<file path="src/rtl/mc_ctrl_pkg.sv">
`default_nettype none
// ----------------------------------------------------------------------
// mc_ctrl_pkg : encodings shared by the MIPS-31 multi-cycle control unit
// Revision 1.0
// ----------------------------------------------------------------------
package mc_ctrl_pkg;

  localparam logic [2:0] ST_FETCH  = 3'd0;
  localparam logic [2:0] ST_DECODE = 3'd1;
  localparam logic [2:0] ST_EXEC   = 3'd2;
  localparam logic [2:0] ST_MEM    = 3'd3;
  localparam logic [2:0] ST_WB     = 3'd4;
  localparam logic [2:0] ST_HALT   = 3'd5;

  localparam logic [3:0] ALUC_ADDU = 4'b0000;
  localparam logic [3:0] ALUC_SUBU = 4'b0001;
  localparam logic [3:0] ALUC_ADD  = 4'b0010;
  localparam logic [3:0] ALUC_SUB  = 4'b0011;
  localparam logic [3:0] ALUC_AND  = 4'b0100;
  localparam logic [3:0] ALUC_OR   = 4'b0101;
  localparam logic [3:0] ALUC_XOR  = 4'b0110;
  localparam logic [3:0] ALUC_NOR  = 4'b0111;
  localparam logic [3:0] ALUC_LUI  = 4'b1000;
  localparam logic [3:0] ALUC_SLTU = 4'b1010;
  localparam logic [3:0] ALUC_SLT  = 4'b1011;
  localparam logic [3:0] ALUC_SRA  = 4'b1100;
  localparam logic [3:0] ALUC_SRL  = 4'b1101;
  localparam logic [3:0] ALUC_SLL  = 4'b1111;

  localparam logic [5:0] OP_RTYPE = 6'h00;
  localparam logic [5:0] OP_J     = 6'h02;
  localparam logic [5:0] OP_JAL   = 6'h03;
  localparam logic [5:0] OP_BEQ   = 6'h04;
  localparam logic [5:0] OP_BNE   = 6'h05;
  localparam logic [5:0] OP_ADDI  = 6'h08;
  localparam logic [5:0] OP_ADDIU = 6'h09;
  localparam logic [5:0] OP_SLTI  = 6'h0A;
  localparam logic [5:0] OP_SLTIU = 6'h0B;
  localparam logic [5:0] OP_ANDI  = 6'h0C;
  localparam logic [5:0] OP_ORI   = 6'h0D;
  localparam logic [5:0] OP_XORI  = 6'h0E;
  localparam logic [5:0] OP_LUI   = 6'h0F;
  localparam logic [5:0] OP_LW    = 6'h23;
  localparam logic [5:0] OP_SW    = 6'h2B;

  localparam logic [5:0] FN_SLL  = 6'h00;
  localparam logic [5:0] FN_SRL  = 6'h02;
  localparam logic [5:0] FN_SRA  = 6'h03;
  localparam logic [5:0] FN_SLLV = 6'h04;
  localparam logic [5:0] FN_SRLV = 6'h06;
  localparam logic [5:0] FN_SRAV = 6'h07;
  localparam logic [5:0] FN_JR   = 6'h08;
  localparam logic [5:0] FN_ADD  = 6'h20;
  localparam logic [5:0] FN_ADDU = 6'h21;
  localparam logic [5:0] FN_SUB  = 6'h22;
  localparam logic [5:0] FN_SUBU = 6'h23;
  localparam logic [5:0] FN_AND  = 6'h24;
  localparam logic [5:0] FN_OR   = 6'h25;
  localparam logic [5:0] FN_XOR  = 6'h26;
  localparam logic [5:0] FN_NOR  = 6'h27;
  localparam logic [5:0] FN_SLT  = 6'h2A;
  localparam logic [5:0] FN_SLTU = 6'h2B;

  localparam logic       A_RS      = 1'b0;
  localparam logic       A_SHAMT   = 1'b1;
  localparam logic [1:0] B_RT      = 2'd0;
  localparam logic [1:0] B_SEXT    = 2'd1;
  localparam logic [1:0] B_ZEXT    = 2'd2;
  localparam logic [1:0] PC_SEQ    = 2'd0;
  localparam logic [1:0] PC_BRANCH = 2'd1;
  localparam logic [1:0] PC_JUMP   = 2'd2;
  localparam logic [1:0] PC_RS     = 2'd3;
  localparam logic [1:0] WA_RD     = 2'd0;
  localparam logic [1:0] WA_RT     = 2'd1;
  localparam logic [1:0] WA_RA     = 2'd2;
  localparam logic [1:0] WD_ALU    = 2'd0;
  localparam logic [1:0] WD_MEM    = 2'd1;
  localparam logic [1:0] WD_PC     = 2'd2;

  typedef enum logic [3:0] {
    CLS_RALU, CLS_IALU, CLS_BEQ, CLS_BNE, CLS_J,
    CLS_JAL, CLS_JR, CLS_LW, CLS_SW, CLS_ILL
  } instr_cls_e;

  typedef struct packed {
    instr_cls_e cls;
    logic [3:0] aluc;
    logic       a_sel;
    logic [1:0] b_sel;
    logic [1:0] waddr_sel;
    logic       ovf_trap;
    logic       illegal;
  } dec_t;

endpackage
`default_nettype wire

</file>
<file path="src/rtl/mc_ctrl_if.sv">
`default_nettype none
// ----------------------------------------------------------------------
// mc_ctrl_if : control-unit bus towards IR, ALU, PC, register file, dmem
// Revision 1.0
// ----------------------------------------------------------------------
interface mc_ctrl_if;
  logic [31:0] instr;
  logic        alu_zero;
  logic        alu_overflow;
  logic        dmem_ack;
  logic [3:0]  aluc;
  logic        alu_a_sel;
  logic [1:0]  alu_b_sel;
  logic        ir_we;
  logic        pc_we;
  logic [1:0]  pc_sel;
  logic        rf_we;
  logic [1:0]  rf_waddr_sel;
  logic [1:0]  rf_wdata_sel;
  logic        dmem_req;
  logic        dmem_we;
  logic [2:0]  state;
  logic        halted;

  modport master (
    input  instr, alu_zero, alu_overflow, dmem_ack,
    output aluc, alu_a_sel, alu_b_sel, ir_we, pc_we, pc_sel, rf_we,
           rf_waddr_sel, rf_wdata_sel, dmem_req, dmem_we, state, halted
  );

  modport slave (
    output instr, alu_zero, alu_overflow, dmem_ack,
    input  aluc, alu_a_sel, alu_b_sel, ir_we, pc_we, pc_sel, rf_we,
           rf_waddr_sel, rf_wdata_sel, dmem_req, dmem_we, state, halted
  );
endinterface
`default_nettype wire

</file>
<file path="src/rtl/mc_decoder.sv">
`default_nettype none
// ----------------------------------------------------------------------
// mc_decoder : combinational instruction decode for the MIPS-31 subset
// Revision 1.0
// ----------------------------------------------------------------------
module mc_decoder
  import mc_ctrl_pkg::*;
(
  input  logic [31:0] instr,
  output dec_t        dec
);

  logic [5:0] w_op;
  logic [5:0] w_fn;
  logic       w_unused_fields;

  assign w_op            = instr[31:26];
  assign w_fn            = instr[5:0];
  assign w_unused_fields = ^instr[25:6];

  always_comb begin
    dec.cls       = CLS_ILL;
    dec.aluc      = ALUC_ADDU;
    dec.a_sel     = A_RS;
    dec.b_sel     = B_RT;
    dec.waddr_sel = WA_RT;
    dec.ovf_trap  = 1'b0;
    dec.illegal   = 1'b0;
    case (w_op)
      OP_RTYPE: begin
        dec.cls       = CLS_RALU;
        dec.waddr_sel = WA_RD;
        case (w_fn)
          FN_ADD:  begin dec.aluc = ALUC_ADD; dec.ovf_trap = 1'b1; end
          FN_ADDU: dec.aluc = ALUC_ADDU;
          FN_SUB:  begin dec.aluc = ALUC_SUB; dec.ovf_trap = 1'b1; end
          FN_SUBU: dec.aluc = ALUC_SUBU;
          FN_AND:  dec.aluc = ALUC_AND;
          FN_OR:   dec.aluc = ALUC_OR;
          FN_XOR:  dec.aluc = ALUC_XOR;
          FN_NOR:  dec.aluc = ALUC_NOR;
          FN_SLT:  dec.aluc = ALUC_SLT;
          FN_SLTU: dec.aluc = ALUC_SLTU;
          FN_SLL:  begin dec.aluc = ALUC_SLL; dec.a_sel = A_SHAMT; end
          FN_SRL:  begin dec.aluc = ALUC_SRL; dec.a_sel = A_SHAMT; end
          FN_SRA:  begin dec.aluc = ALUC_SRA; dec.a_sel = A_SHAMT; end
          FN_SLLV: dec.aluc = ALUC_SLL;
          FN_SRLV: dec.aluc = ALUC_SRL;
          FN_SRAV: dec.aluc = ALUC_SRA;
          FN_JR:   dec.cls  = CLS_JR;
          default: dec.cls  = CLS_ILL;
        endcase
      end
      OP_J:     dec.cls = CLS_J;
      OP_JAL:   begin dec.cls = CLS_JAL; dec.waddr_sel = WA_RA; end
      OP_BEQ:   begin dec.cls = CLS_BEQ; dec.aluc = ALUC_SUBU; end
      OP_BNE:   begin dec.cls = CLS_BNE; dec.aluc = ALUC_SUBU; end
      OP_ADDI:  begin dec.cls = CLS_IALU; dec.aluc = ALUC_ADD;  dec.b_sel = B_SEXT; dec.ovf_trap = 1'b1; end
      OP_ADDIU: begin dec.cls = CLS_IALU; dec.aluc = ALUC_ADDU; dec.b_sel = B_SEXT; end
      OP_SLTI:  begin dec.cls = CLS_IALU; dec.aluc = ALUC_SLT;  dec.b_sel = B_SEXT; end
      OP_SLTIU: begin dec.cls = CLS_IALU; dec.aluc = ALUC_SLTU; dec.b_sel = B_SEXT; end
      OP_ANDI:  begin dec.cls = CLS_IALU; dec.aluc = ALUC_AND;  dec.b_sel = B_ZEXT; end
      OP_ORI:   begin dec.cls = CLS_IALU; dec.aluc = ALUC_OR;   dec.b_sel = B_ZEXT; end
      OP_XORI:  begin dec.cls = CLS_IALU; dec.aluc = ALUC_XOR;  dec.b_sel = B_ZEXT; end
      // lui feeds the raw immediate to the ALU, which does the shift itself
      OP_LUI:   begin dec.cls = CLS_IALU; dec.aluc = ALUC_LUI;  dec.b_sel = B_ZEXT; end
      OP_LW:    begin dec.cls = CLS_LW;   dec.aluc = ALUC_ADDU; dec.b_sel = B_SEXT; end
      OP_SW:    begin dec.cls = CLS_SW;   dec.aluc = ALUC_ADDU; dec.b_sel = B_SEXT; end
      default:  dec.cls = CLS_ILL;
    endcase
    dec.illegal = (dec.cls == CLS_ILL);
  end

endmodule
`default_nettype wire

</file>
<file path="src/rtl/mc_ctrl.sv">
`default_nettype none
// ----------------------------------------------------------------------
// mc_ctrl : FETCH/DECODE/EXEC/MEM/WB sequencer with dmem wait watchdog
// Revision 1.0
// ----------------------------------------------------------------------
module mc_ctrl
  import mc_ctrl_pkg::*;
#(
  parameter int unsigned MEM_WAIT_MAX = 15
) (
  input  logic       clk,
  input  logic       rst,
  mc_ctrl_if.master  bus
);

  localparam logic [7:0] C_WAIT_MAX = 8'(MEM_WAIT_MAX);

  logic [2:0] r_state;
  logic [2:0] w_next;
  logic [7:0] r_wait_cnt;
  logic       r_halted;
  logic       w_taken;
  logic       w_wait_expired;
  dec_t       w_dec;

  mc_decoder u_decoder (
    .instr (bus.instr),
    .dec   (w_dec)
  );

  assign w_taken = ((w_dec.cls == CLS_BEQ) &&  bus.alu_zero) ||
                   ((w_dec.cls == CLS_BNE) && !bus.alu_zero);
  // The counter holds completed MEM cycles, so +1 includes the current one
  assign w_wait_expired = (r_wait_cnt + 8'd1) >= C_WAIT_MAX;

  always_ff @(posedge clk) begin
    if (rst) begin
      r_state  <= ST_FETCH;
      r_halted <= 1'b0;
    end else begin
      r_state  <= w_next;
      r_halted <= (w_next == ST_HALT);
    end
  end

  always_ff @(posedge clk) begin
    if (rst || (r_state != ST_MEM) || bus.dmem_ack) begin
      r_wait_cnt <= 8'd0;
    end else begin
      r_wait_cnt <= r_wait_cnt + 8'd1;
    end
  end

  always_comb begin
    w_next = r_state;
    case (r_state)
      ST_FETCH:  w_next = ST_DECODE;
      ST_DECODE: begin
        if (w_dec.illegal) begin
          w_next = ST_HALT;
        end else if (w_dec.cls inside {CLS_J, CLS_JAL, CLS_JR}) begin
          w_next = ST_FETCH;
        end else begin
          w_next = ST_EXEC;
        end
      end
      ST_EXEC: begin
        if (w_dec.cls inside {CLS_BEQ, CLS_BNE}) begin
          w_next = ST_FETCH;
        end else if (w_dec.cls inside {CLS_LW, CLS_SW}) begin
          w_next = ST_MEM;
        end else begin
          w_next = ST_WB;
        end
      end
      ST_MEM: begin
        if (bus.dmem_ack) begin
          w_next = (w_dec.cls == CLS_LW) ? ST_WB : ST_FETCH;
        end else if (w_wait_expired) begin
          w_next = ST_HALT;
        end
      end
      ST_WB:   w_next = ST_FETCH;
      ST_HALT: w_next = ST_HALT;
      default: w_next = ST_HALT;
    endcase
  end

  always_comb begin
    bus.aluc         = ALUC_ADDU;
    bus.alu_a_sel    = A_RS;
    bus.alu_b_sel    = B_RT;
    bus.ir_we        = 1'b0;
    bus.pc_we        = 1'b0;
    bus.pc_sel       = PC_SEQ;
    bus.rf_we        = 1'b0;
    bus.rf_waddr_sel = WA_RD;
    bus.rf_wdata_sel = WD_ALU;
    bus.dmem_req     = 1'b0;
    bus.dmem_we      = 1'b0;
    if (!rst) begin
      if (r_state inside {ST_EXEC, ST_MEM, ST_WB}) begin
        bus.aluc      = w_dec.aluc;
        bus.alu_a_sel = w_dec.a_sel;
        bus.alu_b_sel = w_dec.b_sel;
      end
      case (r_state)
        ST_FETCH: begin
          bus.ir_we = 1'b1;
          bus.pc_we = 1'b1;
        end
        ST_DECODE: begin
          case (w_dec.cls)
            CLS_J: begin
              bus.pc_we  = 1'b1;
              bus.pc_sel = PC_JUMP;
            end
            CLS_JAL: begin
              bus.pc_we        = 1'b1;
              bus.pc_sel       = PC_JUMP;
              bus.rf_we        = 1'b1;
              bus.rf_waddr_sel = WA_RA;
              bus.rf_wdata_sel = WD_PC;
            end
            CLS_JR: begin
              bus.pc_we  = 1'b1;
              bus.pc_sel = PC_RS;
            end
            default: ;
          endcase
        end
        ST_EXEC: begin
          if (w_taken) begin
            bus.pc_we  = 1'b1;
            bus.pc_sel = PC_BRANCH;
          end
        end
        ST_MEM: begin
          bus.dmem_req = 1'b1;
          bus.dmem_we  = (w_dec.cls == CLS_SW);
        end
        ST_WB: begin
          bus.rf_we        = !(w_dec.ovf_trap && bus.alu_overflow);
          bus.rf_waddr_sel = w_dec.waddr_sel;
          bus.rf_wdata_sel = (w_dec.cls == CLS_LW) ? WD_MEM : WD_ALU;
        end
        default: ;
      endcase
    end
  end

  assign bus.state  = r_state;
  assign bus.halted = r_halted;

endmodule
`default_nettype wire

</file>
<file path="src/flat_wrapper.sv">
// flat-port wrapper written by rule: the top's interface ports become plain ports
module mc_ctrl_flat import mc_ctrl_pkg::*;
#(
  parameter int unsigned MEM_WAIT_MAX = 15
)
  (clk, rst, bus_instr, bus_alu_zero, bus_alu_overflow, bus_dmem_ack, bus_aluc, bus_alu_a_sel, bus_alu_b_sel, bus_ir_we, bus_pc_we, bus_pc_sel, bus_rf_we, bus_rf_waddr_sel, bus_rf_wdata_sel, bus_dmem_req, bus_dmem_we, bus_state, bus_halted);
  mc_ctrl_if bus_i ();
  input  logic clk;
  input  logic rst;
  input wire logic [$bits(bus_i.instr)-1:0] bus_instr;
  input wire logic [$bits(bus_i.alu_zero)-1:0] bus_alu_zero;
  input wire logic [$bits(bus_i.alu_overflow)-1:0] bus_alu_overflow;
  input wire logic [$bits(bus_i.dmem_ack)-1:0] bus_dmem_ack;
  output wire logic [$bits(bus_i.aluc)-1:0] bus_aluc;
  output wire logic [$bits(bus_i.alu_a_sel)-1:0] bus_alu_a_sel;
  output wire logic [$bits(bus_i.alu_b_sel)-1:0] bus_alu_b_sel;
  output wire logic [$bits(bus_i.ir_we)-1:0] bus_ir_we;
  output wire logic [$bits(bus_i.pc_we)-1:0] bus_pc_we;
  output wire logic [$bits(bus_i.pc_sel)-1:0] bus_pc_sel;
  output wire logic [$bits(bus_i.rf_we)-1:0] bus_rf_we;
  output wire logic [$bits(bus_i.rf_waddr_sel)-1:0] bus_rf_waddr_sel;
  output wire logic [$bits(bus_i.rf_wdata_sel)-1:0] bus_rf_wdata_sel;
  output wire logic [$bits(bus_i.dmem_req)-1:0] bus_dmem_req;
  output wire logic [$bits(bus_i.dmem_we)-1:0] bus_dmem_we;
  output wire logic [$bits(bus_i.state)-1:0] bus_state;
  output wire logic [$bits(bus_i.halted)-1:0] bus_halted;
  assign bus_i.instr = bus_instr;
  assign bus_i.alu_zero = bus_alu_zero;
  assign bus_i.alu_overflow = bus_alu_overflow;
  assign bus_i.dmem_ack = bus_dmem_ack;
  assign bus_aluc = bus_i.aluc;
  assign bus_alu_a_sel = bus_i.alu_a_sel;
  assign bus_alu_b_sel = bus_i.alu_b_sel;
  assign bus_ir_we = bus_i.ir_we;
  assign bus_pc_we = bus_i.pc_we;
  assign bus_pc_sel = bus_i.pc_sel;
  assign bus_rf_we = bus_i.rf_we;
  assign bus_rf_waddr_sel = bus_i.rf_waddr_sel;
  assign bus_rf_wdata_sel = bus_i.rf_wdata_sel;
  assign bus_dmem_req = bus_i.dmem_req;
  assign bus_dmem_we = bus_i.dmem_we;
  assign bus_state = bus_i.state;
  assign bus_halted = bus_i.halted;
  mc_ctrl #(.MEM_WAIT_MAX(MEM_WAIT_MAX)) u_core (.clk(clk), .rst(rst), .bus(bus_i));
endmodule
</file>
<file path="config.mk">
export PLATFORM = sky130hd
export DESIGN_NAME = mc_ctrl_flat
export DESIGN_NICKNAME = d
export VERILOG_FILES = /design/src/rtl/mc_ctrl_pkg.sv /design/src/rtl/mc_ctrl_if.sv /design/src/rtl/mc_decoder.sv /design/src/rtl/mc_ctrl.sv /design/src/flat_wrapper.sv
export SDC_FILE = /design/constraint.sdc
export NUM_CORES = 1
export LEC_CHECK = 0
export BUFFER_PORTS_ARGS = -buffer_cell sky130_fd_sc_hd__buf_2
export CORE_MARGIN = 8
export CORE_UTILIZATION = 45
export CTS_CLUSTER_SIZE = 28
export DETAILED_ROUTE_END_ITERATION = 7
export PLACE_DENSITY = 0.85
export SKIP_CTS_REPAIR_TIMING = 1
export SLEW_MARGIN = 5
export SYNTH_ARGS = -nofsm -noshare
export SYNTH_HDL_FRONTEND = slang
export SYNTH_SLANG_ARGS = --single-unit
</file>
<file path="constraint.sdc">
create_clock -name clk -period 2.04 [get_ports clk]
set_input_delay 0.204 -clock clk [delete_from_list [all_inputs] [get_ports clk]]
set_output_delay 0.204 -clock clk [all_outputs]
set_load 0.01 [all_outputs]
</file>
==> results.json <==
{
  "path_class": "input port to output pin",
  "syn-mean-instance-area_um2": 7.32,
  "synth_edf_count": 0,
  "power_density_nw_per_um2": 361,
  "synth.cell_area_um2": 1520,
  "diodes": 0,
  "syn_nets": 247,
  "cts_buffers": 3,
  "crit_buf_inv": 2,
  "crit_fanout": 3,
  "ff2ff_path_depth": 6,
  "clk_pin_slew_ns": 0.07,
  "crit_required_ns": 1.84,
  "firstDrtPassIters": 4,
  "p_comb_share_pct": 37.0,
  "clock_latency_ns": 0.28,
  "dp.cells": 291,
  "wl_met1_um": 1880,
  "fillers": 302,
  "clock-sinks": 12,
  "holdPathStages": 2,
  "hpwl_um": 3250,
  "wl_per_cell_um": 14.9,
  "die_area_um2": 5500,
  "r2r_end": "u_core.bus.state[1]$_SDFF_PP0_",
  "p_int_w": 0.000467,
  "h-tree-depth": 1,
  "skew_ns": 0.00254,
  "violations": "setup timing",
  "syn_inst": 208,
  "via_count": 1756,
  "async_reset_ff_share_pct": 0,
  "hold_violations": 0,
  "pwr-share-clk_pct": 27.6,
  "wl_um": 4520,
  "final_cells": 303,
  "hp-class": "input port to flop",
  "ys_seq_area_share_pct": 15.8,
  "overflow": 0,
  "drt_iter0_drc": 170,
  "crit_path_start_kind": "input port",
  "core_area_um2": 3280,
  "period_minus_slack_ns": 2.04,
  "min_from": "rst",
  "crit_top_cell": "buf_2",
  "crit_arrival_ns": 1.84,
  "met3_length_um": 365,
  "yosys.area_share.adder_pct": 1.64,
  "synth-compound-area-share_pct": 27.8,
  "die_w_um": 74.2,
  "io_pins": 59,
  "top_layer_used": "met4",
  "rsz0062_at_grt": "yes",
  "hold_end": "u_core.bus.state[1]$_SDFF_PP0_",
  "globalplace.congestion": 0.897,
  "r2r-start": "u_core.r_wait_cnt[1]$_SDFF_PP0_",
  "grt_use_total_pct": 15.5,
  "syn_to_final_growth_pct": 28.2,
  "crit_slowest_cell": "a211o_1",
  "p_seq_share_pct": 35.4,
  "drv_slew": 0,
  "drive_above_1_share_pct": 37.7,
  "grt_max_degree": 16,
  "yosys-top-cells-count": "nor2_1, nand2_1, a21oi_1, dfxtp_1, o21ai_0",
  "endpoint_kind": "output pin",
  "drv_cap": 0,
  "synth_top_area_share_pct": 15.8,
  "status": "finished with violations",
  "r2r_slack_ns": 0.15,
  "slew_headroom_pct": 68.0,
  "drc": 0,
  "fmax_mhz": 490,
  "power.switching_w": 0.000238,
  "fin_ws_ns": -0.00164,
  "swShare_pct": 33.8,
  "nNetsFinal": 297,
  "initial_utilization_pct": 46.4,
  "synth_cell_type_count": 67,
  "synth_top_cells_by_area": "dfxtp_1, nor2_1, nand2_1",
  "fin_setup_tns_ns": -0.00164,
  "cts_tree": "built",
  "root_buffer": "clkbuf_4",
  "yosys.area.top_type": "dfxtp_1",
  "synth_top_family_by_area": "simple AND/OR/NAND/NOR gates",
  "io_buffers": 38,
  "cp.depth": 7,
  "worst_slew_pin_slew_ns": 0.480,
  "fin_crit_sh_pct": 100,
  "die_h_um": 74.2,
  "synth_mux_area_share_pct": 1.97,
  "synth_seq_cells": 12,
  "route.met2.wl_um": 2210,
  "ant_nets": 0,
  "crit_family": "compound AO/OA/AOI/OAI gates",
  "yosysMostFrequentCell": "nor2_1",
  "p_leak_nw": 0.806,
  "slowest_delay_ns": 0.36,
  "synth-simple-area-share_pct": 39.4,
  "vias_per_cell": 5.80,
  "yosys_most_used_dff": "dfxtp_1",
  "grt_pass1_wl_um": 6930,
  "grt_pass1_vias": 1557,
  "antenna_found_initial": 0,
  "ir_drop_v": 0.000194,
  "final-setup-viol-count": 1,
  "rows": 21,
  "yosys.area_share.xor_xnor_pct": 5.18,
  "clockBufferDepth": 2,
  "hold_ws_ns": 0.217,
  "ys_warn_count": 0,
  "worstPathCellList": "buf_2, or3b_1, a211o_1, a211oi_2, o2111ai_1, o32ai_1, buf_2"
}
==> how the worst max path moves through the flow <==
stage | from | to | slack, ns
after floorplan | u_core.bus.state[2]$_SDFF_PP0_ | bus_aluc[3] | 0.21
after global placement | bus_instr[27] | bus_pc_sel[0] | 0.06
after detailed placement | bus_instr[28] | bus_pc_sel[0] | 0.01
after CTS | u_core.bus.state[1]$_SDFF_PP0_ | bus_aluc[3] | -0.10
after global routing | u_core.bus.state[1]$_SDFF_PP0_ | bus_rf_we | -0.08
final | bus_instr[28] | bus_pc_sel[0] | -0.002
==> power by group through the flow <==
| stage | clock network, W | registers [W] | logic [W] |
|---|---|---|---|
| 2_1_floorplan | 0 | 0.000255 | 0.000150 |
| 3_3_place_gp | 0 | 0.000251 | 0.000220 |
| 3_5_place_dp | 0 | 0.000252 | 0.000224 |
| 4_1_cts | 0.000198 | 0.000246 | 0.000225 |
| 5_1_grt | 0.000213 | 0.000251 | 0.000284 |
| 6_report | 0.000195 | 0.000250 | 0.000261 |
==> cells in the final DEF (no fill, tap or decap), types with 5 or more instances in the layout <==
| cell | instances |
|---|---|
| a21oi_1 | 11 |
| buf_2 | 38 |
| buf_4 | 18 |
| dfxtp_1 | 8 |
| inv_1 | 7 |
| nand2_1 | 16 |
| nand3_1 | 5 |
| nor2_1 | 30 |
| nor3_1 | 5 |
| o21ai_0 | 7 |
| xor2_1 | 5 |
==> layout make-up <==
class	instances	area (um2)	share of cell area (%)
Tap cell	46	57.6	2.95
Inverter	7	26.3	1.35
Timing Repair Buffer	60	374	19.2
Sequential cell	12	248	12.7
Multi-Input combinational cell	174	1210	62.0
Clock buffer	4	36.3	1.86
==> metal layers <==
| metal | global-route usage [%] | vias to the layer above |
|---|---|---|
| met5 | 0 | - |
| met4 | 4.88 | 0 |
| met3 | 4.31 | 10 |
| met2 | 26.5 | 70 |
| met1 | 18.3 | 822 |
| li1 | - | 854 |
==> kinds of logic after synthesis <==
family          after synthesis
xor+xnor                      9
fa+ha+maj                     2
buf+inv                      22
flops                        12
mux                           3
simple gates                103
compound gates               57
==> through the flow <==
step           worst slack [ns]  utilization (%)  power [W]  cell area [um2]
2_1_floorplan             0.211                -   0.000405             1520
3_3_place_gp             0.0627             54.1   0.000471             1780
3_5_place_dp             0.0106             54.1   0.000475             1780
4_1_cts                  -0.102             55.2   0.000668             1810
5_1_grt                 -0.0753             59.4   0.000748             1950
6_report               -0.00164             59.4   0.000705             1950
==> flip-flops by register name, summed over array words and instances (netlist names) <==
name and count:
u_core.bus.halted 1, u_core.bus.state 3, u_core.r_wait_cnt 8
Note: power is estimated with default switching activity, not from simulation.
